**src/rtl/mem_port_arbiter_if.sv**
```systemverilog
// Bundle of the requester-side and memory-side handshake signals of the
// three-port memory arbiter.
//   master : arbiter view (takes requests, drives the memory command/beats)
//   slave  : environment view (requesters plus memory bridge)
// Requester fields are packed per port: port i lives at [i*W +: W].
interface mem_port_arbiter_if #(
    parameter int unsigned ADDR_WIDTH = 32,
    parameter int unsigned DATA_WIDTH = 32,
    parameter int unsigned LEN_WIDTH  = 4
);
    // requester side
    logic [2:0]              req;
    logic [2:0]              req_write;
    logic [3*ADDR_WIDTH-1:0] req_addr;
    logic [3*LEN_WIDTH-1:0]  req_len;
    logic [3*DATA_WIDTH-1:0] req_wdata;
    logic [2:0]              addr_ok;
    logic [2:0]              data_ok;
    logic [DATA_WIDTH-1:0]   rdata;
    logic                    last;
    // memory side
    logic                    mem_req;
    logic                    mem_write;
    logic [ADDR_WIDTH-1:0]   mem_addr;
    logic [LEN_WIDTH-1:0]    mem_len;
    logic                    mem_addr_ok;
    logic [DATA_WIDTH-1:0]   mem_wdata;
    logic                    mem_wlast;
    logic                    mem_data_ok;
    logic [DATA_WIDTH-1:0]   mem_rdata;
    logic                    mem_last;

    modport master (
        input  req, req_write, req_addr, req_len, req_wdata,
        output addr_ok, data_ok, rdata, last,
        output mem_req, mem_write, mem_addr, mem_len, mem_wdata, mem_wlast,
        input  mem_addr_ok, mem_data_ok, mem_rdata, mem_last
    );

    modport slave (
        output req, req_write, req_addr, req_len, req_wdata,
        input  addr_ok, data_ok, rdata, last,
        input  mem_req, mem_write, mem_addr, mem_len, mem_wdata, mem_wlast,
        output mem_addr_ok, mem_data_ok, mem_rdata, mem_last
    );
endinterface

```
**src/rtl/mem_port_arbiter.sv**
```systemverilog
// Round-robin arbiter sharing one external burst memory port between three
// miss-path requesters (0 icache refill, 1 dcache refill/writeback,
// 2 uncached). One burst in flight: IDLE arbitrates and latches the winner's
// command, ADDR presents it until mem_addr_ok, DATA counts beats to the end.
// Ports:
//   clk, resetn   clock, synchronous active-low reset
//   bus           mem_port_arbiter_if.master (requester + memory handshakes)
//   protocol_err  sticky flag: read burst ended off the expected length
// The interface instance must use the same width parameters as this module.
module mem_port_arbiter #(
    parameter int unsigned ADDR_WIDTH = 32,
    parameter int unsigned DATA_WIDTH = 32,
    parameter int unsigned LEN_WIDTH  = 4
) (
    input  logic               clk,
    input  logic               resetn,
    mem_port_arbiter_if.master bus,
    output logic               protocol_err
);
    localparam int unsigned NPORTS = 3;

    typedef enum logic [1:0] {
        IDLE = 2'd0,
        ADDR = 2'd1,
        DATA = 2'd2
    } state_t;

    state_t                state;
    logic [1:0]            ptr;
    logic [1:0]            grant;
    logic [LEN_WIDTH-1:0]  cnt;
    logic                  cmd_write;
    logic [ADDR_WIDTH-1:0] cmd_addr;
    logic [LEN_WIDTH-1:0]  cmd_len;

    logic                  win_valid;
    logic [1:0]            win_idx;
    logic [1:0]            cand;
    logic [ADDR_WIDTH-1:0] win_addr;
    logic [LEN_WIDTH-1:0]  win_len;
    logic [DATA_WIDTH-1:0] grant_wdata;
    logic [NPORTS-1:0]     grant_oh;
    logic                  in_addr;
    logic                  in_data;
    logic                  beat;
    logic                  cnt_at_len;
    logic                  final_beat;

    // Port visited k steps after base in the circular search order.
    function automatic logic [1:0] rr_port(input logic [1:0] base, input int unsigned k);
        int unsigned s;
        s = (32'(base) + k) % NPORTS;
        return 2'(s);
    endfunction

    // First requesting port starting from ptr wins.
    always_comb begin
        win_valid = 1'b0;
        win_idx   = 2'd0;
        cand      = 2'd0;
        for (int unsigned k = 0; k < NPORTS; k++) begin
            cand = rr_port(ptr, k);
            if (!win_valid && bus.req[cand]) begin
                win_valid = 1'b1;
                win_idx   = cand;
            end
        end
    end

    assign win_addr    = bus.req_addr[32'(win_idx) * ADDR_WIDTH +: ADDR_WIDTH];
    assign win_len     = bus.req_len[32'(win_idx) * LEN_WIDTH +: LEN_WIDTH];
    assign grant_wdata = bus.req_wdata[32'(grant) * DATA_WIDTH +: DATA_WIDTH];
    assign grant_oh    = NPORTS'(1) << grant;

    assign in_addr    = (state == ADDR);
    assign in_data    = (state == DATA);
    // Beats outside DATA are strays and never reach a requester.
    assign beat       = in_data & bus.mem_data_ok;
    assign cnt_at_len = (cnt == cmd_len);
    // Writes end on the counted length; reads end on the memory's marker.
    assign final_beat = beat & (cmd_write ? cnt_at_len : bus.mem_last);

    // Command side is driven purely from latched fields.
    assign bus.mem_req   = in_addr;
    assign bus.mem_write = cmd_write;
    assign bus.mem_addr  = cmd_addr;
    assign bus.mem_len   = cmd_len;
    assign bus.mem_wdata = in_data ? grant_wdata : '0;
    assign bus.mem_wlast = in_data & cmd_write & cnt_at_len;

    // Handshake pulses pass straight through to the granted port only.
    assign bus.addr_ok = (in_addr & bus.mem_addr_ok) ? grant_oh : '0;
    assign bus.data_ok = beat ? grant_oh : '0;
    assign bus.rdata   = in_data ? bus.mem_rdata : '0;
    assign bus.last    = in_data & (cmd_write ? cnt_at_len : bus.mem_last);

    // Transaction sequencing, round-robin pointer and error tracking.
    always_ff @(posedge clk) begin
        if (!resetn) begin
            state        <= IDLE;
            ptr          <= 2'd0;
            grant        <= 2'd0;
            cnt          <= '0;
            cmd_write    <= 1'b0;
            cmd_addr     <= '0;
            cmd_len      <= '0;
            protocol_err <= 1'b0;
        end else begin
            case (state)
                IDLE: begin
                    if (win_valid) begin
                        grant     <= win_idx;
                        cmd_write <= bus.req_write[win_idx];
                        cmd_addr  <= win_addr;
                        cmd_len   <= win_len;
                        state     <= ADDR;
                    end
                end
                ADDR: begin
                    if (bus.mem_addr_ok) begin
                        cnt   <= '0;
                        state <= DATA;
                    end
                end
                DATA: begin
                    if (beat) begin
                        cnt <= cnt + LEN_WIDTH'(1);
                        if (!cmd_write && (bus.mem_last != cnt_at_len)) begin
                            protocol_err <= 1'b1;
                        end
                        if (final_beat) begin
                            state <= IDLE;
                            ptr   <= (grant == 2'd2) ? 2'd0 : grant + 2'd1;
                        end
                    end
                end
                default: state <= IDLE;
            endcase
        end
    end
endmodule

```
**src/flat_wrapper.sv**
```systemverilog
// flat-port wrapper written by rule: the top's interface ports become plain ports
module mem_port_arbiter_flat 
#(
    parameter int unsigned ADDR_WIDTH = 32,
    parameter int unsigned DATA_WIDTH = 32,
    parameter int unsigned LEN_WIDTH  = 4
)
  (clk, resetn, protocol_err, bus_req, bus_req_write, bus_req_addr, bus_req_len, bus_req_wdata, bus_addr_ok, bus_data_ok, bus_rdata, bus_last, bus_mem_req, bus_mem_write, bus_mem_addr, bus_mem_len, bus_mem_wdata, bus_mem_wlast, bus_mem_addr_ok, bus_mem_data_ok, bus_mem_rdata, bus_mem_last);
  mem_port_arbiter_if #(.ADDR_WIDTH(ADDR_WIDTH), .DATA_WIDTH(DATA_WIDTH), .LEN_WIDTH(LEN_WIDTH)) bus_i ();
  input  logic clk;
  input  logic resetn;
  output logic protocol_err;
  input wire logic [$bits(bus_i.req)-1:0] bus_req;
  input wire logic [$bits(bus_i.req_write)-1:0] bus_req_write;
  input wire logic [$bits(bus_i.req_addr)-1:0] bus_req_addr;
  input wire logic [$bits(bus_i.req_len)-1:0] bus_req_len;
  input wire logic [$bits(bus_i.req_wdata)-1:0] bus_req_wdata;
  output wire logic [$bits(bus_i.addr_ok)-1:0] bus_addr_ok;
  output wire logic [$bits(bus_i.data_ok)-1:0] bus_data_ok;
  output wire logic [$bits(bus_i.rdata)-1:0] bus_rdata;
  output wire logic [$bits(bus_i.last)-1:0] bus_last;
  output wire logic [$bits(bus_i.mem_req)-1:0] bus_mem_req;
  output wire logic [$bits(bus_i.mem_write)-1:0] bus_mem_write;
  output wire logic [$bits(bus_i.mem_addr)-1:0] bus_mem_addr;
  output wire logic [$bits(bus_i.mem_len)-1:0] bus_mem_len;
  output wire logic [$bits(bus_i.mem_wdata)-1:0] bus_mem_wdata;
  output wire logic [$bits(bus_i.mem_wlast)-1:0] bus_mem_wlast;
  input wire logic [$bits(bus_i.mem_addr_ok)-1:0] bus_mem_addr_ok;
  input wire logic [$bits(bus_i.mem_data_ok)-1:0] bus_mem_data_ok;
  input wire logic [$bits(bus_i.mem_rdata)-1:0] bus_mem_rdata;
  input wire logic [$bits(bus_i.mem_last)-1:0] bus_mem_last;
  assign bus_i.req = bus_req;
  assign bus_i.req_write = bus_req_write;
  assign bus_i.req_addr = bus_req_addr;
  assign bus_i.req_len = bus_req_len;
  assign bus_i.req_wdata = bus_req_wdata;
  assign bus_addr_ok = bus_i.addr_ok;
  assign bus_data_ok = bus_i.data_ok;
  assign bus_rdata = bus_i.rdata;
  assign bus_last = bus_i.last;
  assign bus_mem_req = bus_i.mem_req;
  assign bus_mem_write = bus_i.mem_write;
  assign bus_mem_addr = bus_i.mem_addr;
  assign bus_mem_len = bus_i.mem_len;
  assign bus_mem_wdata = bus_i.mem_wdata;
  assign bus_mem_wlast = bus_i.mem_wlast;
  assign bus_i.mem_addr_ok = bus_mem_addr_ok;
  assign bus_i.mem_data_ok = bus_mem_data_ok;
  assign bus_i.mem_rdata = bus_mem_rdata;
  assign bus_i.mem_last = bus_mem_last;
  mem_port_arbiter #(.ADDR_WIDTH(ADDR_WIDTH), .DATA_WIDTH(DATA_WIDTH), .LEN_WIDTH(LEN_WIDTH)) u_core (.clk(clk), .resetn(resetn), .bus(bus_i), .protocol_err(protocol_err));
endmodule
```
**config.mk**
```make
export PLATFORM = sky130hd
export DESIGN_NAME = mem_port_arbiter_flat
export DESIGN_NICKNAME = d
export VERILOG_FILES = /design/src/rtl/mem_port_arbiter_if.sv /design/src/rtl/mem_port_arbiter.sv /design/src/flat_wrapper.sv
export SDC_FILE = /design/constraint.sdc
export NUM_CORES = 1
export LEC_CHECK = 0
export BUFFER_PORTS_ARGS = -buffer_cell sky130_fd_sc_hd__clkbuf_2
export CORE_ASPECT_RATIO = 1.25
export CORE_MARGIN = 2
export CORE_UTILIZATION = 25
export DETAILED_ROUTE_END_ITERATION = 8
export GPL_ROUTABILITY_DRIVEN = 0
export MAX_ROUTING_LAYER = met4
export PLACE_DENSITY = 0.62
export SLEW_MARGIN = 5
export SYNTH_ARGS = -nofsm -noshare
export SYNTH_HDL_FRONTEND = slang
export SYNTH_SLANG_ARGS = --single-unit
```
**constraint.sdc**
```tcl
create_clock -name clk -period 4.5 [get_ports clk]
set_input_delay 0.675 -clock clk [delete_from_list [all_inputs] [get_ports clk]]
set_output_delay 0.675 -clock clk [all_outputs]
set_load 0.02 [all_outputs]
```
==> reports/metrics.yaml, run 1 <==
synth.avg_cell_area_um2: 7.141
fin_crit_sh: 0.7685
fin_setup_tns_ns: 0
critical-path-top-delay-family: "simple AND/OR/NAND/NOR gates"
crit_path_max_incr_delay_ns: 1.17
hold_class: "flop to flop"
critical_path_class: "flop to flop"
start_kind: "flop"
pin_count: 358
final_cell_mix: "357 x clkbuf_2, 81 x o211ai_1, 78 x a21oi_1, 70 x nor2_1, 47 x dfxtp_1"
ys_types: 43
fmax_mhz: 289.1
ant_nets: 0
required_ns: 4.71
ys.flop_type: "dfxtp_1"
critPathSlowestCell: "or4_2"
cts.sinks: 48
final_core_util: 0.3597
synth_seq_cells: 48
io_buffers: 357
syn_inst: 720
nets: 1268
yosys.area.top_type_share: 0.1869
drc: 0
postCtsSetupBuffers: 0
outcome: "finished clean"
layout_commonest_cell: "clkbuf_2"
synth_edf_count: 0
yosys.area_share.simple: 0.3522
p_leak_nw: 3.347
synth.area.top_cells: "dfxtp_1 19%, o211ai_1 12%, a21oi_1 7.6%, o211ai_2 7.3%, mux2i_1 7.2%"
antenna_found_initial: 4
powerDensity_mw_per_mm2: 229.1
synth_top_family_by_area: "simple AND/OR/NAND/NOR gates"
area_growth_pct: 41.13
drive_gt1_frac: 0.4149
synth_fa_ha_area_frac: 0.01217
die-width_um: 132.3
layout_min_cycle_time_ns: 3.458
avgViaCountPerCell: 5.186
cts_root_buffer: "clkbuf_16"
worst_slew_pin_slew_ns: 1.085
cts_tree: "done"
cp.arrival_ns: 3.67
worstPathCellList: "inv_1 -> ha_2 -> mux2i_1 -> mux2_4 -> a31o_2 -> or4_2 -> o211ai_1"
clk_pin_slew_ns: 0.07
grt_pass1_vias: 6087
vias: 6695
wl_per_cell_um: 18.25
layout.cells.non_filler: 1291
drtIter0Drc: 432
placed_cells: 1279
grt_pass1_wl_um: 34710
dieArea_mm2: 0.02174
yosys.area_share.xor_xnor: 0.01022
synth_compound_area_frac: 0.2930
synth_nets: 972
clockBufferDepth: 2
clk_latency_ns: 0.29
die_h_um: 164.3
fin_skew_ns: 0.009036
gr-total-overflow: 0
synthMuxAreaShare: 0.07496
cp_max_fo: 40
synth_seq_area_share: 0.1869
routed_wl_um: 23560
grt_util_all_layers: 0.2082
grt_max_degree: 113
cts_buffers: 5
synth_area_mm2: 0.005141
synth_largest_area_cell: "dfxtp_1"
htree_levels: 2
hpwl_um: 17840
worst-path-buf-inv: 1
coreArea_mm2: 0.02017
cp-end-kind: "flop"
relSlewSlack: 0.2764
post_cts_resized: 0
max-cap-violations: 0
finalHoldViolCount: 0
yosys_warnings: 0
slew_viol_final: 0
ctsHoldBuffers: 0
drtPass1Iterations: 4
ys_async_sr_fraction: 0
rsz0062_at_grt: "false"
fp-row-count: 58
peakVddDrop_v: 0.0001333
p_total_w: 0.001662
initial_core_util: 0.2548
setup_viol: 0
-- per-stage QoR --
step,area [µm²],hold slack [ns],setup WS (ns)
floorplan,5141,0.4679,1.939
global placement,7099,0.4540,1.090
detailed placement,7099,0.4638,1.035
CTS,7246,0.4805,1.030
global route,7256,0.5186,0.7871
finish,7256,0.4752,1.042
-- power breakdown --
part | internal (W) | total (W) | switching [W] | leakage, nW
Combinational | 0.000295 | 0.000747 | 0.000452 | 2.88
Clock | 0.000223 | 0.000396 | 0.000173 | 0.0712
Sequential | 0.000475 | 0.000520 | 0.0000450 | 0.395
Total | 0.000992 | 0.00166 | 0.000670 | 3.35
-- flip-flops by register name, indices dropped and copies added (netlist names) --
name and count:
u_core.bus.mem_addr 32, u_core.ptr 2, u_core.cnt 4, u_core.protocol_err 1
u_core.state 2, u_core.bus.mem_len 4, u_core.bus.mem_write 1, u_core.grant 2
-- final timing paths --
| path | from | end | slack, ns | cells after the start |
|---|---|---|---|---|
| setup / recovery | u_core.ptr[1]$_SDFFE_PN0P_ | u_core.bus.mem_addr[28]$_SDFFE_PN0P_ | 1.04 | 7 |
| hold / removal | u_core.protocol_err$_SDFFE_PN0P_ | u_core.protocol_err$_SDFFE_PN0P_ | 0.48 | 1 |
| setup reg to reg | u_core.ptr[1]$_SDFFE_PN0P_ | u_core.bus.mem_addr[28]$_SDFFE_PN0P_ | 1.04 | 7 |
| hold reg to reg | u_core.protocol_err$_SDFFE_PN0P_ | u_core.protocol_err$_SDFFE_PN0P_ | 0.48 | 1 |
-- cell families after synthesis --
kind of cell	Yosys count
DFF	48
muxes	38
buffers and inverters	88
adders and majority gates	5
AOI/OAI and AO/OA	207
xor gates and xnor gates	6
and+or+nand+nor	328
-- synth_stat cells (all sizes together), types with 2 or more instances --
cell type	n
ha	5
clkbuf	68
a311oi	2
nor2	72
or2	3
mux2i	37
a21oi	78
o21a	4
dfxtp	48
xor2	5
o21ai	7
nor3	6
o211ai	111
and3b	38
inv	5
or4	2
buf	14
nand4	37
nor2b	5
or3	2
nand2	42
nand3	42
nand2b	42
and2	32
-- layout make-up --
class	count	area, µm²
inverter	6	22.52
clock buffer	8	146.4
tap	270	337.8
antenna	4	10.01
sequential	48	962.2
multi-input combinational	584	3885
timing repair buffer	371	1892
fill	2187	12920
-- metal layers --
layer  part of all wire  wire length [µm]  GRT usage  vias up
met2               0.49             11660     0.3501      335
met3              0.088              2081    0.04537       32
met1               0.39              9285     0.2494     3102
li1                   -                 -          -     3226
met4              0.023               535    0.06549        0
met5                  0                 0          -        -
Note: power is estimated with default switching activity, not from simulation.
==> run 2: changes to the inputs <==
Clock period 4.5 ns to 3.5 ns, I/O delays scaled along.
==> run 2 against run 1 <==
Net effect: via count about the same; die area unchanged; clock-buffer cell count down 2; setup slack worse by 0.37 ns; core utilization up 0.30 points; first-iteration DRC count down 20%; largest power group unchanged; cell count up 0.54%; non-clock buffer count up 5; sequential share of layout area down 0.11 points; worst hold slack better by 0.0060 ns; clock skew down 0.00075 ns; critical path type unchanged.
==> reports/metrics.yaml, run 2 (synthesized netlist as in run 1, its figures left out) <==
die_h_um: 164.3  # unchanged
die-width_um: 132.3  # unchanged
ctsHoldBuffers: 0  # unchanged
post_cts_resized: 0  # unchanged
finalHoldViolCount: 0  # unchanged
hold_class: "flop to flop"  # unchanged
routed_wl_um: 23730  # was 23560 µm
reg2reg_setup_slack_ns: 0.67  # was 1.04 ns
largest_reg_flops: 32  # unchanged
hold_depth: 1  # unchanged
p_leak_nw: 3.381  # was 3.347 nW
hpwl_um: 18120  # was 17840 µm
layout_commonest_cell: "clkbuf_2"  # unchanged
outcome: "finished clean"  # unchanged
grt_pass1_vias: 6263  # was 6087
postCtsSetupBuffers: 0  # unchanged
peakVddDrop_v: 0.0001807  # was 0.0001333 V
r2r_start: "u_core.ptr[0]$_SDFFE_PN0P_"  # was u_core.ptr[1]$_SDFFE_PN0P_
vias: 6700  # was 6695
cts.sinks: 48  # unchanged
worstHoldEndpoint: "u_core.protocol_err$_SDFFE_PN0P_"  # unchanged
grt_util_all_layers: 0.2099  # was 0.2082
drtPass1Iterations: 5  # was 4
cp_max_fo: 21  # was 40
layout_min_cycle_time_ns: 2.827  # was 3.458 ns
grt_pass1_wl_um: 35020  # was 34710 µm
max-cap-violations: 0  # unchanged
required_ns: 3.72  # was 4.71 ns
area_growth_pct: 42.30  # was 41.13%
critical_path_class: "flop to flop"  # unchanged
ant_nets: 0  # unchanged
coreArea_mm2: 0.02017  # unchanged
initial_core_util: 0.2548  # unchanged
cp-end-kind: "flop"  # unchanged
pre_cts_slack_ns: 0.6966  # was 1.035 ns
grt_max_degree: 113  # unchanged
clockBufferDepth: 2  # unchanged
start_kind: "flop"  # unchanged
cp.arrival_ns: 3.05  # was 3.67 ns
fp-row-count: 58  # unchanged
antenna_found_initial: 6  # was 4
worstHoldStart: "u_core.protocol_err$_SDFFE_PN0P_"  # unchanged
worst_slew_pin_slew_ns: 1.078  # was 1.085 ns
clk_pin_slew_ns: 0.06  # was 0.07 ns
drtIter0Drc: 346  # was 432
cts_buffers: 5  # unchanged
fin_crit_sh: 0.8078  # was 0.7685
drc: 0  # unchanged
final_cell_mix: "357 x clkbuf_2, 81 x o211ai_1, 78 x a21oi_1, 70 x nor2_1, 47 x dfxtp_1"  # unchanged
fin_skew_ns: 0.008286  # was 0.009036 ns
relSlewSlack: 0.2787  # was 0.2764
layout.cells.non_filler: 1298  # was 1291
htree_levels: 2  # unchanged
slew_viol_final: 0  # unchanged
fillers: 2188  # was 2187
wl_per_cell_um: 18.28  # was 18.25 µm
dieArea_mm2: 0.02174  # unchanged
fin_setup_tns_ns: 0  # unchanged
timing.final.ws_setup_ns: 0.6729  # was 1.042 ns
powerDensity_mw_per_mm2: 300.4  # was 229.1 mW/mm²
nets: 1273  # was 1268
rsz0062_at_grt: "false"  # unchanged
pin_count: 358  # unchanged
setup_viol: 0  # unchanged
cts_root_buffer: "clkbuf_16"  # unchanged
placed_cells: 1284  # was 1279
fmax_mhz: 353.7  # was 289.1 MHz
gr-total-overflow: 0  # unchanged
r2r_end: "u_core.bus.mem_addr[3]$_SDFFE_PN0P_"  # was u_core.bus.mem_addr[28]$_SDFFE_PN0P_
avgViaCountPerCell: 5.162  # was 5.186
clk_latency_ns: 0.30  # was 0.29 ns
drive_gt1_frac: 0.4188  # was 0.4149
ff2ff_path_depth: 8  # was 7
cts_tree: "done"  # unchanged
io_buffers: 357  # unchanged
==> run 2: area by class of cell <==
cell class	count	area, µm²	area share
clock buffers	6	128.9	0.01762
flip-flops and latches	48	962.2	0.1315
repair buffers	376	1929	0.2637
inverters	6	22.52	0.003079
well taps	270	337.8	0.04618
diodes	6	15.01	0.002052
multi-input cells	584	3885	0.5310
clock inverters	2	35.03	0.004789
==> run 2: metal layers <==
| metal | track usage | vias up | wire length (µm) |
|---|---|---|---|
| li1 | - | 3237 | - |
| met1 | 0.2401 | 3126 | 9246 |
| met2 | 0.3554 | 300 | 11820 |
| met3 | 0.05494 | 37 | 2030 |
| met4 | 0.07576 | 0 | 629 |
| met5 | - | - | 0 |
==> run 2: per-stage QoR <==
| step | utilization | cell area [µm²] | total power, W | hold slack [ns] |
|---|---|---|---|---|
| finish | 0.3626 | 7316 | 0.002198 | 0.4812 |
| global route | 0.3626 | 7316 | 0.002315 | 0.5018 |
| CTS | 0.3619 | 7301 | 0.002212 | 0.4856 |
| detailed placement | 0.3538 | 7137 | 0.001648 | 0.4617 |
| global placement | 0.3538 | 7137 | 0.001637 | 0.4521 |
| floorplan | - | 5141 | 0.001254 | 0.4679 |
==> run 2: worst max path at each step <==
stage | slack, ns | depth (start not counted) | start | end
after CTS | 0.67 | 8 | u_core.ptr[0]$_SDFFE_PN0P_ | u_core.bus.mem_addr[31]$_SDFFE_PN0P_
after global placement | 0.73 | 8 | u_core.ptr[0]$_SDFFE_PN0P_ | u_core.bus.mem_addr[28]$_SDFFE_PN0P_
after floorplan | 0.94 | 11 | u_core.ptr[0]$_SDFFE_PN0P_ | u_core.bus.mem_addr[0]$_SDFFE_PN0P_
final | 0.67 | 8 | u_core.ptr[0]$_SDFFE_PN0P_ | u_core.bus.mem_addr[3]$_SDFFE_PN0P_
after global routing | 0.47 | 8 | u_core.ptr[0]$_SDFFE_PN0P_ | u_core.bus.mem_addr[28]$_SDFFE_PN0P_
after detailed placement | 0.70 | 8 | u_core.ptr[0]$_SDFFE_PN0P_ | u_core.bus.mem_addr[31]$_SDFFE_PN0P_
==> run 2: critical path, stage by stage (launching register included) <==
cell and delay, ns:
dfxtp_1 0.38, inv_1 0.08, ha_1 0.47, nand3b_1 0.20
o21a_1 0.21, a31o_2 0.27, or4_2 0.66, buf_4 0.28
o211ai_2 0.19
==> run 2: report_power, final <==
part | internal (W) | switching [W] | total [W]
combinational | 0.000385 | 0.000584 | 0.000969
clock | 0.000337 | 0.000224 | 0.000561
sequential | 0.000611 | 0.0000568 | 0.000667
total | 0.00133 | 0.000865 | 0.00220
